[src/rtl/shift_rows_pipe.sv]
// shift_rows_pipe: registered Rijndael ShiftRows / InvShiftRows stage for
// NB = 4, 6 or 8 state columns. The row shift is applied combinationally on
// the input side; the result lands in a 2-entry buffer (head A, skid B) so
// that in_ready comes straight from a flop.
module shift_rows_pipe #(
  parameter int NB = 4
) (
  input  logic             clk,
  input  logic             rst_n,
  input  logic             in_valid,
  output logic             in_ready,
  input  logic             in_inv,
  input  logic [0:32*NB-1] in_data,
  output logic             out_valid,
  input  logic             out_ready,
  output logic [0:32*NB-1] out_data
);

  localparam int DATA_W = 32 * NB;

  generate
    if (NB != 4 && NB != 6 && NB != 8) begin : g_bad_nb
      $error("shift_rows_pipe: NB must be 4, 6 or 8");
    end
  endgenerate

  // Rijndael row offset; only the 256-bit block widens rows 2 and 3.
  function automatic int row_offset(input int r);
    int off;
    case (r)
      0:       off = 0;
      1:       off = 1;
      2:       off = (NB == 8) ? 3 : 2;
      default: off = (NB == 8) ? 4 : 3;
    endcase
    return off;
  endfunction

  // Byte s[r][c] sits at byte index 4c+r, MSB-first.
  function automatic logic [0:DATA_W-1] shift_rows(input logic [0:DATA_W-1] d,
                                                   input logic              inv);
    logic [0:DATA_W-1] o;
    int                src;
    int                off;
    o = '0;
    for (int r = 0; r < 4; r++) begin
      off = row_offset(r);
      for (int c = 0; c < NB; c++) begin
        src = inv ? ((c - off + NB) % NB) : ((c + off) % NB);
        o[8*(4*c+r) +: 8] = d[8*(4*src+r) +: 8];
      end
    end
    return o;
  endfunction

  logic [0:DATA_W-1] shifted_p0;
  logic [0:DATA_W-1] slot_a_p1;
  logic [0:DATA_W-1] slot_b_p1;
  logic [1:0]        count_p1;
  logic [1:0]        count_nxt;
  logic              in_ready_p1;
  logic              in_xfer;
  logic              out_xfer;
  logic              load_a;
  logic              load_b;
  logic              pop_b;

  // ---- stage p0: combinational row shift, mode taken with the data ----
  assign shifted_p0 = shift_rows(in_data, in_inv);

  assign in_xfer  = in_valid && in_ready_p1;
  assign out_xfer = (count_p1 != 2'd0) && out_ready;

  // A takes a new beat when it is (or is about to become) the only entry;
  // B only fills when A stays occupied; a pop from full promotes B into A.
  assign load_a = in_xfer && ((count_p1 == 2'd0) || ((count_p1 == 2'd1) && out_xfer));
  assign load_b = in_xfer && (count_p1 == 2'd1) && !out_xfer;
  assign pop_b  = out_xfer && (count_p1 == 2'd2);

  // Next occupancy: push and pop together leave the count unchanged.
  always_comb begin
    count_nxt = count_p1;
    case ({in_xfer, out_xfer})
      2'b10:   count_nxt = count_p1 + 2'd1;
      2'b01:   count_nxt = count_p1 - 2'd1;
      default: count_nxt = count_p1;
    endcase
  end

  // ---- stage p1: buffer occupancy and registered in_ready ----
  // Occupancy and in_ready advance together so in_ready never admits a third beat.
  always_ff @(posedge clk) begin
    if (!rst_n) begin
      count_p1    <= 2'd0;
      in_ready_p1 <= 1'b1;
    end else begin
      count_p1    <= count_nxt;
      in_ready_p1 <= (count_nxt != 2'd2);
    end
  end

  // Head slot; cleared on reset so the output bus reads zero afterwards.
  always_ff @(posedge clk) begin
    if (!rst_n) begin
      slot_a_p1 <= '0;
    end else if (load_a) begin
      slot_a_p1 <= shifted_p0;
    end else if (pop_b) begin
      slot_a_p1 <= slot_b_p1;
    end
  end

  // Skid slot; its contents are only meaningful while the count is 2.
  always_ff @(posedge clk) begin
    if (load_b) begin
      slot_b_p1 <= shifted_p0;
    end
  end

  assign in_ready  = in_ready_p1;
  assign out_valid = (count_p1 != 2'd0);
  assign out_data  = slot_a_p1;

endmodule

[config.mk]
export PLATFORM = sky130hd
export DESIGN_NAME = shift_rows_pipe
export DESIGN_NICKNAME = d
export VERILOG_FILES = /design/src/rtl/shift_rows_pipe.sv
export SDC_FILE = /design/constraint.sdc
export NUM_CORES = 1
export LEC_CHECK = 0
export BUFFER_PORTS_ARGS = -buffer_cell sky130_fd_sc_hd__buf_2
export CORE_MARGIN = 1
export CORE_UTILIZATION = 53
export DETAILED_ROUTE_END_ITERATION = 10
export GPL_TIMING_DRIVEN = 0
export PLACE_DENSITY = 0.79
export SLEW_MARGIN = 20
export SYNTH_ARGS = -nofsm -noshare
export SYNTH_HDL_FRONTEND = slang
export SYNTH_SLANG_ARGS = --single-unit
[constraint.sdc]
create_clock -name clk -period 8.4 [get_ports clk]
set_input_delay 0.84 -clock clk [delete_from_list [all_inputs] [get_ports clk]]
set_output_delay 0.84 -clock clk [all_outputs]
set_load 0.05 [all_outputs]
==> Yosys cells after proc, flatten, opt, wreduce, memory -nomap -nowiden <==
Cells that the tools add are included.
{ "word_totals": {"regBits": 259, "latch_bits": 0, "ramBits": 0, "mem_bits_ro": 0, "in_bits": 133, "n_memories": 0} }
{ "op_classes": {"addsub": 10, "n_mul": 0, "div": 0, "n_lt_le_gt_ge": 0, "eq_ne": 5, "n_shift": 8, "mux": 7, "bitwise_logic": 8, "n_reduce_logical": 12} }
{ "ops": {"columns": ["operator", "n"], "rows": [
  ["indexed part select 128 x 32 -> 129 bit", 8],
  ["2-to-1 mux 128 bit", 2],
  ["inverter 32 bit", 6],
  ["adder 29 x 3 -> 29 bit (second input constant)", 4],
  ["inverter 8 -> 32 bit", 2],
  ["adder 29 x 2 -> 29 bit (second input constant)", 2],
  ["adder 4 x 1 -> 5 bit (second input constant)", 2],
  ["2-to-1 mux 2 bit", 4],
  ["logical AND 1 bit", 7],
  ["== test 2 x 1 -> 1 bit (second input constant)", 2],
  ["== test 2 bit (second input constant)", 2],
  ["one-hot mux 2 bit (2 select lines)", 1],
  ["nonzero test 2 bit", 2],
  ["adder 2 x 1 -> 2 bit (second input constant)", 1],
  ["logical NOT 2 bit", 1],
  ["inequality test 2 bit (second input constant)", 1],
  ["subtractor 2 x 1 -> 2 bit (second input constant)", 1],
  ["logical NOT 1 bit", 1],
  ["logical OR 1 bit", 1]
]} }

==> Logic depth before layout (Yosys ltp) <==
Gate-level depths: netlist (run 1).
{ "depth": {"depth_word": 6, "depth_mapped": 9, "mapped_depth_nobuf": 6} }

==> Worst setup path before layout (run 1) <==
OpenSTA, ideal clock, no wires.
{ "synth_path": {"path_type": "input to register", "from": "input out_ready", "to": "register slot_b_p1[0] (netlist bit), enable pin", "setup_time_ns": 0.617, "arrival_time_ns": 6.412, "path_slack_ns": 1.371, "stages": 3, "path_cell_list": "nand2b_1 nand3_1 nor2_1"} }
{ "synth_between": {"elab_chain_len": 3} }
{ "synth_lines": {"columns": ["element", "line", "source"], "rows": [
  ["start, declared", "15", "input logic out_ready,"],
  ["logical AND 1 bit", "72", "assign out_xfer = (count_p1 != 2'd0) && out_ready;"],
  ["logical NOT 1 bit", "77", "assign load_b = in_xfer && (count_p1 == 2'd1) && !out_xfer;"],
  ["logical AND 1 bit", "77", null],
  ["net load_b", "65", "logic load_b;"],
  ["end signal, assigned", "116", "slot_b_p1 <= shifted_p0;"],
  ["end, declared", "58", "logic [0:DATA_W-1] slot_b_p1;"]
]} }
The timed path passes the listed nets, and every way through them passes these cells.
A chain may end at the register's enable or synchronous reset.

==> Worst setup path after layout (run 1) <==
{ "layout_path": {"from": "register count_p1[0]", "to": "output out_valid"} }
{ "layout_between": {"elab_chain_len": 1} }
{ "layout_lines": {"columns": ["element", "line", "source"], "rows": [
  ["start, declared", "59", "logic [1:0] count_p1;"],
  ["start signal, assigned", "97", "count_p1 <= count_nxt;"],
  ["nonzero test 2 bit", "121", "assign out_valid = (count_p1 != 2'd0);"],
  ["end, declared", "14", "output logic out_valid,"]
]} }
No other way between the ends.

==> reports/results.txt, run 1 <==
synthesized net count: 1076
Num CTS Buffers: 27
commonest non-fill, non-tap cell in the layout: buf_2
core area: 0.0190 mm2
Hold WS: 0.473 ns
Iteration-0 DRC Markers: 588
Setup Skew: 0.00626 ns
Synth Register Bits: 259
Worst Tran Pin Value: 0.545 ns
number of global-route vias before repair: 8345
most frequent cells in the layout: 277 x buf_2, 259 x nand2_1, 131 x dfxtp_1, 130 x a31oi_1, 128 x edfxtp_1
Worst-path clk slew: 0.06 ns
Lkg Pwr: 5.16 nW
die area: 0.0202 mm2
row cnt: 50
Avg Cell Area, Syn: 11.1 um2
synth-to-layout area growth: 25.9%
crit start category: flop
Worst Hold Launch: out_data[90]
R2R Setup Slk: 6.21 ns
Seq/Total Area, Yosys: 0.622
final worst path period share: 0.289
Worst Hold Class: reg2reg
Pre-antenna DRT Iters: 5
power density over the cells: 378 mW/mm2
clock latency on the worst-skew pair: 0.52 ns
clock sink count: 259
Worst R2R Path Depth: 7
Crit. End Element: primary output
Avg WL per Cell: 19.3 um
Max-slew headroom: 0.637
post-DP HPWL: 20.0 mm
share of the synthesized area in the top cell type: 0.369
top sig layer: met4
Die Height: 142 um
nets: 1371
post_cts resized: 0
IO Pins: 263
warnings from Yosys: 0
final-report setup violation count: 0
WP data arrival: 1.59 ns
Post-Syn Area: 0.0104 mm2
Max Fanout on Critical Path: 4
first-pass GRT wire length: 44.9 mm
Final Hold Viols: 0
layout cell share with drive strength beyond 1: 0.351
Max Slew Vio Count: 0
post-synthesis cell type count: 26
largest net degree at the start of global routing: 27
WL met1: 11.8 mm
fin crit period: 2.43 ns
status: finished, final reports clean
DR DRC count: 0
met2 wire length: 14.3 mm
routed wl met3: 2.41 mm
Post-DRT Antenna Nets: 0
initial antenna violation count: 2
max-cap violation count: 0
Synth Instances: 940
Tot Pwr: 4.95 mW
RSZ-0062 raised after global routing: false
clk root buf: clkbuf_16
CTS max path bufs: 3
port buffer count: 260
Die W: 142 um
Vias: 8533
Setup Buffers After CTS: 0
Worst Path Class, Setup: reg2out
Hold Path Stages: 2
Fmax: 412 MHz
TritonCTS clock tree: yes
grt ovf: 0
Worst EP required: 7.56 ns
area leader, netlist: edfxtp_1
Post-Route Setup TNS: 0 ns
worst r2r src: count_p1[0]
Post-Route WL: 29.3 mm
maximum vdd drop: 0.210 mV
Post-CTS Hold Buffers: 0
FF-to-FF End: slot_b_p1[49]
vias per cell: 5.62
largest cells by area after synthesis: edfxtp_1 37%, dfxtp_1 25%, nand2_1 9.3%
total track usage: 0.287
CP Launch Point: count_p1[0]
CTS HTree Levels: 1
Hold Path Sink: out_data[90]
Final GP Congestion: 0.827
Initial Utilization: 0.549
routing by layer:
layer  global-route usage  vias up
met2                0.488      399
met3               0.0451       53
li1                     -     3969
met5                    0        -
met4               0.0922        0
met1                0.375     4112
cell families after synthesis:
family | share of synthesized area
buffers and inverters | 0.0619
DFF | 0.622
adders and majority gates | 0.00457
muxes | 0.0702
xor gates and xnor gates | 0.00168
and+or+nand+nor | 0.0992
AOI/OAI and AO/OA | 0.141
worst max-delay path, stage by stage, from the launching register on:
cell     delay, ns
dfxtp_1       0.39
inv_1         0.09
ha_1          0.26
inv_1         0.07
buf_2         0.25
final cells by class:
type / count / area, um2
sequential: 259 / 6470
fill: 1472 / 5860
multi-input combinational: 599 / 3300
timing repair buffer: 266 / 1440
clock buffer: 32 / 724
buffer: 78 / 629
tap: 260 / 325
clock inverter: 17 / 185
inverter: 4 / 15.0
antenna: 2 / 5.00
flip-flops by register name (all words and copies together) (netlist names):
signal and cells:
count_p1 2, in_ready 1, out_data 128, slot_b_p1 128
worst max path at each step:
stage                                to  cells after the start  slack [ns]
after floorplan            slot_b_p1[0]                      3        1.37
after global placement    slot_b_p1[33]                      4       -1.73
after detailed placement  slot_b_p1[42]                      6        5.99
after CTS                     out_valid                      4        5.96
after global routing          out_valid                      4        5.89
final                         out_valid                      4        5.97
report_power, final:
group,internal [mW],total (mW),switching [mW]
clock network,0.737,1.23,0.491
logic,0.528,1.95,1.42
registers,1.65,1.78,0.131
total,2.91,4.95,2.04
per-stage QoR:
stage               setup slack (ns)  instance area (um2)  cells   util
floorplan                       1.37                10400    940      -
global placement               -1.73                12000   1460  0.635
detailed placement              5.99                12200   1466  0.643
CTS                             5.96                13100   1515  0.690
global route                    5.89                13100   1517  0.691
finish                          5.97                13100   1517  0.691
Yosys cell counts (all sizes together):
library cell and count:
a31oi 130, nor2 1, nand2 260, mux2i 1, and4 1, ha 3
mux2 64, nand2b 1, o21ai 129, maj3 1, nor2b 1, buf 64
inv 4, and2 2, xnor2 2, nand3 1, edfxtp 128, or2 1
clkbuf 14, a21oi 1, dfxtp 131
No activity file was read; power rests on OpenSTA's default activity.
==> run 2: changes to the inputs <==
- clock period: 8.4 -> 2.35 ns (I/O delays scaled with it)
==> run 2 against run 1 <==
Compared with the run above: routed wire length up 3.9%; first-iteration DRC count decreased by 1.4%; clock skew about the same; non-clock buffer count grew 63; register-to-register slack lost 6.1 ns.
==> reports/results.txt, run 2 (synthesis gave the netlist of run 1 again) <==
total track usage: 0.300
Hold Path Stages: 2
Area after DPL: 0.0122 mm2
number of global-route vias before repair: 8950
Die W: 142 um
DR DRC count: 0
grt met2 use: 0.506
Worst-path clk slew: 0.06 ns
Combinational Power Share: 0.405
Fmax: 451 MHz
clock power share: 0.233
FF-to-FF End: slot_b_p1[89]
Worst Tran Pin Value: 0.576 ns
commonest non-fill, non-tap cell in the layout: buf_2
clk root buf: clkbuf_16
crit start category: flop
die area: 0.0202 mm2
Max Fanout on Critical Path: 24
power density over the cells: 1280 mW/mm2
Num CTS Buffers: 27
initial antenna violation count: 0
Net Sw Power: 7.30 mW
grt ovf: 0
Max Slew Vio Count: 0
Pre-antenna DRT Iters: 5
Placed Cells: 1465
Setup Skew: 0.00671 ns
vias per cell: 5.64
Final Util: 0.722
Layout fillers: 1352
most frequent cells in the layout: 277 x buf_2, 259 x nand2_1, 130 x a31oi_1, 128 x dfxtp_1, 128 x edfxtp_1
CP max stage cell: nor2_4
fin crit period: 2.22 ns
Post-DRT Antenna Nets: 0
clock sink count: 259
Final GP Congestion: 0.816
Worst Hold Launch: in_data[30]
worst r2r src: count_p1[0]
antenna cells: 0
RSZ-0062 raised after global routing: false
Final Hold Viols: 0
CTS HTree Levels: 1
synth-to-layout area growth: 31.5%
Worst EP required: 2.57 ns
nets: 1435
Worst R2R Path Depth: 8
status: finished, final reports clean
first-pass GRT wire length: 47.3 mm
post_cts resized: 0
CTS max path bufs: 3
Avg WL per Cell: 19.3 um
Max-slew headroom: 0.615
Lkg Pwr: 5.39 nW
post-DP HPWL: 20.1 mm
Crit path largest cell delay: 0.41 ns
CP most frequent cell: buf_12
Die Height: 142 um
port buffer count: 260
row cnt: 50
max-cap violation count: 0
largest net degree at the start of global routing: 27
IO Pins: 263
Reg power frac: 0.363
crit path capture: slot_b_p1[89]
Sw Share: 0.416
TritonCTS clock tree: yes
Crit. End Element: flop
final-report setup violation count: 0
internal power: 10.2 mW
Post-Route WL: 30.4 mm
GRT met1 Usage: 0.381
crit-path cells: inv_2 > ha_4 > nand2b_4 > nand3_4 > nor2_4 > buf_12 > buf_12 > buf_16
R2R Setup Slk: 0.13 ns
Iteration-0 DRC Markers: 580
Vias: 8899
final worst path period share: 0.944
layout cell share with drive strength beyond 1: 0.337
maximum vdd drop: 0.742 mV
Initial Utilization: 0.549
WP data arrival: 2.44 ns
clock latency on the worst-skew pair: 0.52 ns
core area: 0.0190 mm2
met3 Use GR: 0.0619
Worst Path Class, Setup: reg2reg
fin area: 0.0137 mm2
Tot Pwr: 17.6 mW
Worst Hold Class: in2reg
GR peak layer: met2
CP Launch Point: count_p1[0]
post-route insts no fill: 1579
## run 2: through the flow
| step | setup slack [ns] | hold slack, ns | setup TNS, ns |
|---|---|---|---|
| 6_report | 0.132 | 0.0504 | 0 |
| 5_1_grt | 0.0223 | 0.0380 | 0 |
| 4_1_cts | 0.128 | 0.0291 | 0 |
| 3_5_place_dp | -0.0611 | 0.427 | -1.14 |
| 3_3_place_gp | -1.81 | 0.424 | -231.07 |
| 2_1_floorplan | -0.759 | 0.334 | -97.20 |
## run 2: how the worst min path moves through the flow
stage                                end  slack, ns
after detailed placement  slot_b_p1[116]       0.43
after floorplan             slot_b_p1[0]       0.33
after global routing      slot_b_p1[125]       0.04
final                     slot_b_p1[126]       0.05
after global placement    slot_b_p1[118]       0.42
after CTS                 slot_b_p1[125]       0.03
## run 2: repair_timing
action | in CTS | in global routing
hold buffers | 64 | 0
endpoints found under the setup margin | 19 | 0
buffers inserted | 0 | 0
hold endpoints to repair | 64 | 0
## run 2: power by group through the flow
| stage | logic [mW] | clock network, mW | registers, mW |
|---|---|---|---|
| floorplan | 2.53 | 0 | 8.96 |
| global route | 7.50 | 4.31 | 6.47 |
| CTS | 7.07 | 4.13 | 6.36 |
| finish | 7.10 | 4.08 | 6.37 |
| global placement | 6.75 | 0 | 6.44 |
| detailed placement | 6.95 | 0 | 6.44 |
## run 2: layout make-up
cell class              instances  area [um2]  area share
well taps                     260         325      0.0238
clock inverters                 8        65.1     0.00476
plain buffers                  78         629      0.0460
multi-input cells             600        3340       0.244
repair buffers                329        2060       0.150
inverters                       4        15.0     0.00110
clock buffers                  41         778      0.0569
flip-flops and latches        259        6470       0.473
## run 2: metal layers
metal	wire length (um)	up-vias	part of all wire
li1	-	4120	-
met1	11800	4247	0.39
met2	14700	453	0.48
met3	2770	79	0.091
met4	1110	0	0.036
met5	0	-	0
## run 2: critical path: cells and delay by family (launching register included)
family                     cells  cell delay [ns]
adders and majority gates      1             0.16
buffers and inverters          4             0.74
and+or+nand+nor                3             0.65
DFF                            1             0.34
==> run 3: changes to the inputs <==
- CORE_ASPECT_RATIO: default -> 0.5
- SKIP_LAST_GASP: default -> 1
==> run 3 against run 2 <==
Compared with the run above: fmax decreased by 1.6%; final cell count decreased by 0.57%; largest power group unchanged; power shrank 0.25%; sequential power barely moved; global-route usage shrank 0.45 points; via count rose by 0.91%; critical endpoint is now slot_b_p1[97]; first-iteration DRC count up 4.1%; routed wire length rose by 1.4%.
==> reports/results.txt, run 3 (synthesis gave the netlist of run 1 again) <==
status: finished, final reports clean
largest net degree at the start of global routing: 26
crit start category: flop
Num CTS Buffers: 23
Worst-path clk slew: 0.07 ns
number of global-route vias before repair: 8935
Worst EP required: 2.56 ns
Post-Route Setup TNS: 0 ns
IO Pins: 263
die area: 0.0202 mm2
post_cts resized: 0
Post-DRT Antenna Nets: 0
Pre-antenna DRT Iters: 5
port buffer count: 260
Post-Route WL: 30.8 mm
row cnt: 35
clock sink count: 259
most frequent cells in the layout: 277 x buf_2, 259 x nand2_1, 130 x a31oi_1, 128 x dfxtp_1, 128 x edfxtp_1
core area: 0.0188 mm2
clock latency on the worst-skew pair: 0.51 ns
Die W: 200 um
grt ovf: 0
pre-CTS WS: 0.104 ns
final worst path period share: 0.959
Fmax: 444 MHz
Max Fanout on Critical Path: 25
DR DRC count: 0
Vias: 8980
final-report setup violation count: 0
Iteration-0 DRC Markers: 604
max-cap violation count: 0
Placed Cells: 1465
CTS HTree Levels: 1
synth-to-layout area growth: 31.1%
Worst Tran Pin Value: 0.568 ns
first-pass GRT wire length: 47.1 mm
Final Hold Viols: 0
total track usage: 0.296
Crit. End Element: flop
slack of the critical path: 0.0966 ns
layout cell share with drive strength beyond 1: 0.336
commonest non-fill, non-tap cell in the layout: buf_2
Lkg Pwr: 5.37 nW
maximum vdd drop: 0.693 mV
Initial Utilization: 0.554
Final GP Congestion: 0.826
initial antenna violation count: 1
Post-CTS Hold Buffers: 64
post-DP HPWL: 20.5 mm
Max Slew Vio Count: 0
clk root buf: clkbuf_16
power density over the cells: 1280 mW/mm2
Avg WL per Cell: 19.6 um
CTS max path bufs: 3
TritonCTS clock tree: yes
Worst Path Class, Setup: reg2reg
Max-slew headroom: 0.620
Die Height: 101 um
nets: 1431
Setup Skew: 0.0132 ns
RSZ-0062 raised after global routing: false
WP data arrival: 2.46 ns
Setup Buffers After CTS: 0
post-route insts no fill: 1570
Worst Hold Class: in2reg
vias per cell: 5.72
antenna cells: 0
fin crit period: 2.25 ns
-- run 3: cell count changes in the layout (fill, tap and decap cells not counted), sizes merged --
cell	previous run	this run
bufinv	1	3
nor2	2	1
buf	329	330
clkinv	6	3
clkbuf	55	48
-- run 3: layout make-up --
cell class | instances | area, um2
flip-flops and latches | 259 | 6470
fillers | 1306 | 5150
multi-input cells | 599 | 3330
repair buffers | 330 | 2080
clock buffers | 34 | 678
plain buffers | 78 | 629
well taps | 259 | 324
clock inverters | 7 | 113
inverters | 4 | 15.0
-- run 3: per-stage QoR --
step	area (um2)	power (mW)	hold slack, ns	utilization
after floorplan	10400	11.5	0.334	-
after global placement	12100	13.2	0.425	0.643
after detailed placement	12200	13.4	0.426	0.650
after CTS	13600	17.5	0.0485	0.726
after global routing	13600	18.2	0.0581	0.726
final	13600	17.5	0.0658	0.726
-- run 3: path summary, 6_finish.rpt --
kind	start	end	slack, ns	cells after the start
hold reg to reg	out_data[91]	out_data[91]	0.47	2
hold / removal	in_data[62]	slot_b_p1[94]	0.07	2
setup reg to reg	count_p1[1]	slot_b_p1[97]	0.1	8
setup / recovery	count_p1[1]	slot_b_p1[97]	0.1	8
-- run 3: routing by layer --
metal | GRT usage | routed length, um | share of wire | up-vias
met2 | 0.507 | 14900 | 0.48 | 405
li1 | - | - | - | 4095
met4 | 0.100 | 999 | 0.032 | 2
met3 | 0.0546 | 2140 | 0.069 | 82
met1 | 0.382 | 12800 | 0.41 | 4396
met5 | 0 | 14 | 0.00045 | -
-- run 3: where the power goes --
| group | internal (mW) | switching [mW] |
|---|---|---|
| Sequential | 5.89 | 0.492 |
| Combinational | 1.99 | 5.15 |
| Clock | 2.33 | 1.66 |
-- run 3: critical path: stages, from the launching register on --
cell      delay (ns)
dfxtp_2         0.35
inv_2           0.08
ha_4            0.15
nand2b_4        0.14
nand3_4         0.09
nor2_4          0.48
buf_16          0.25
buf_16          0.19
buf_12          0.20
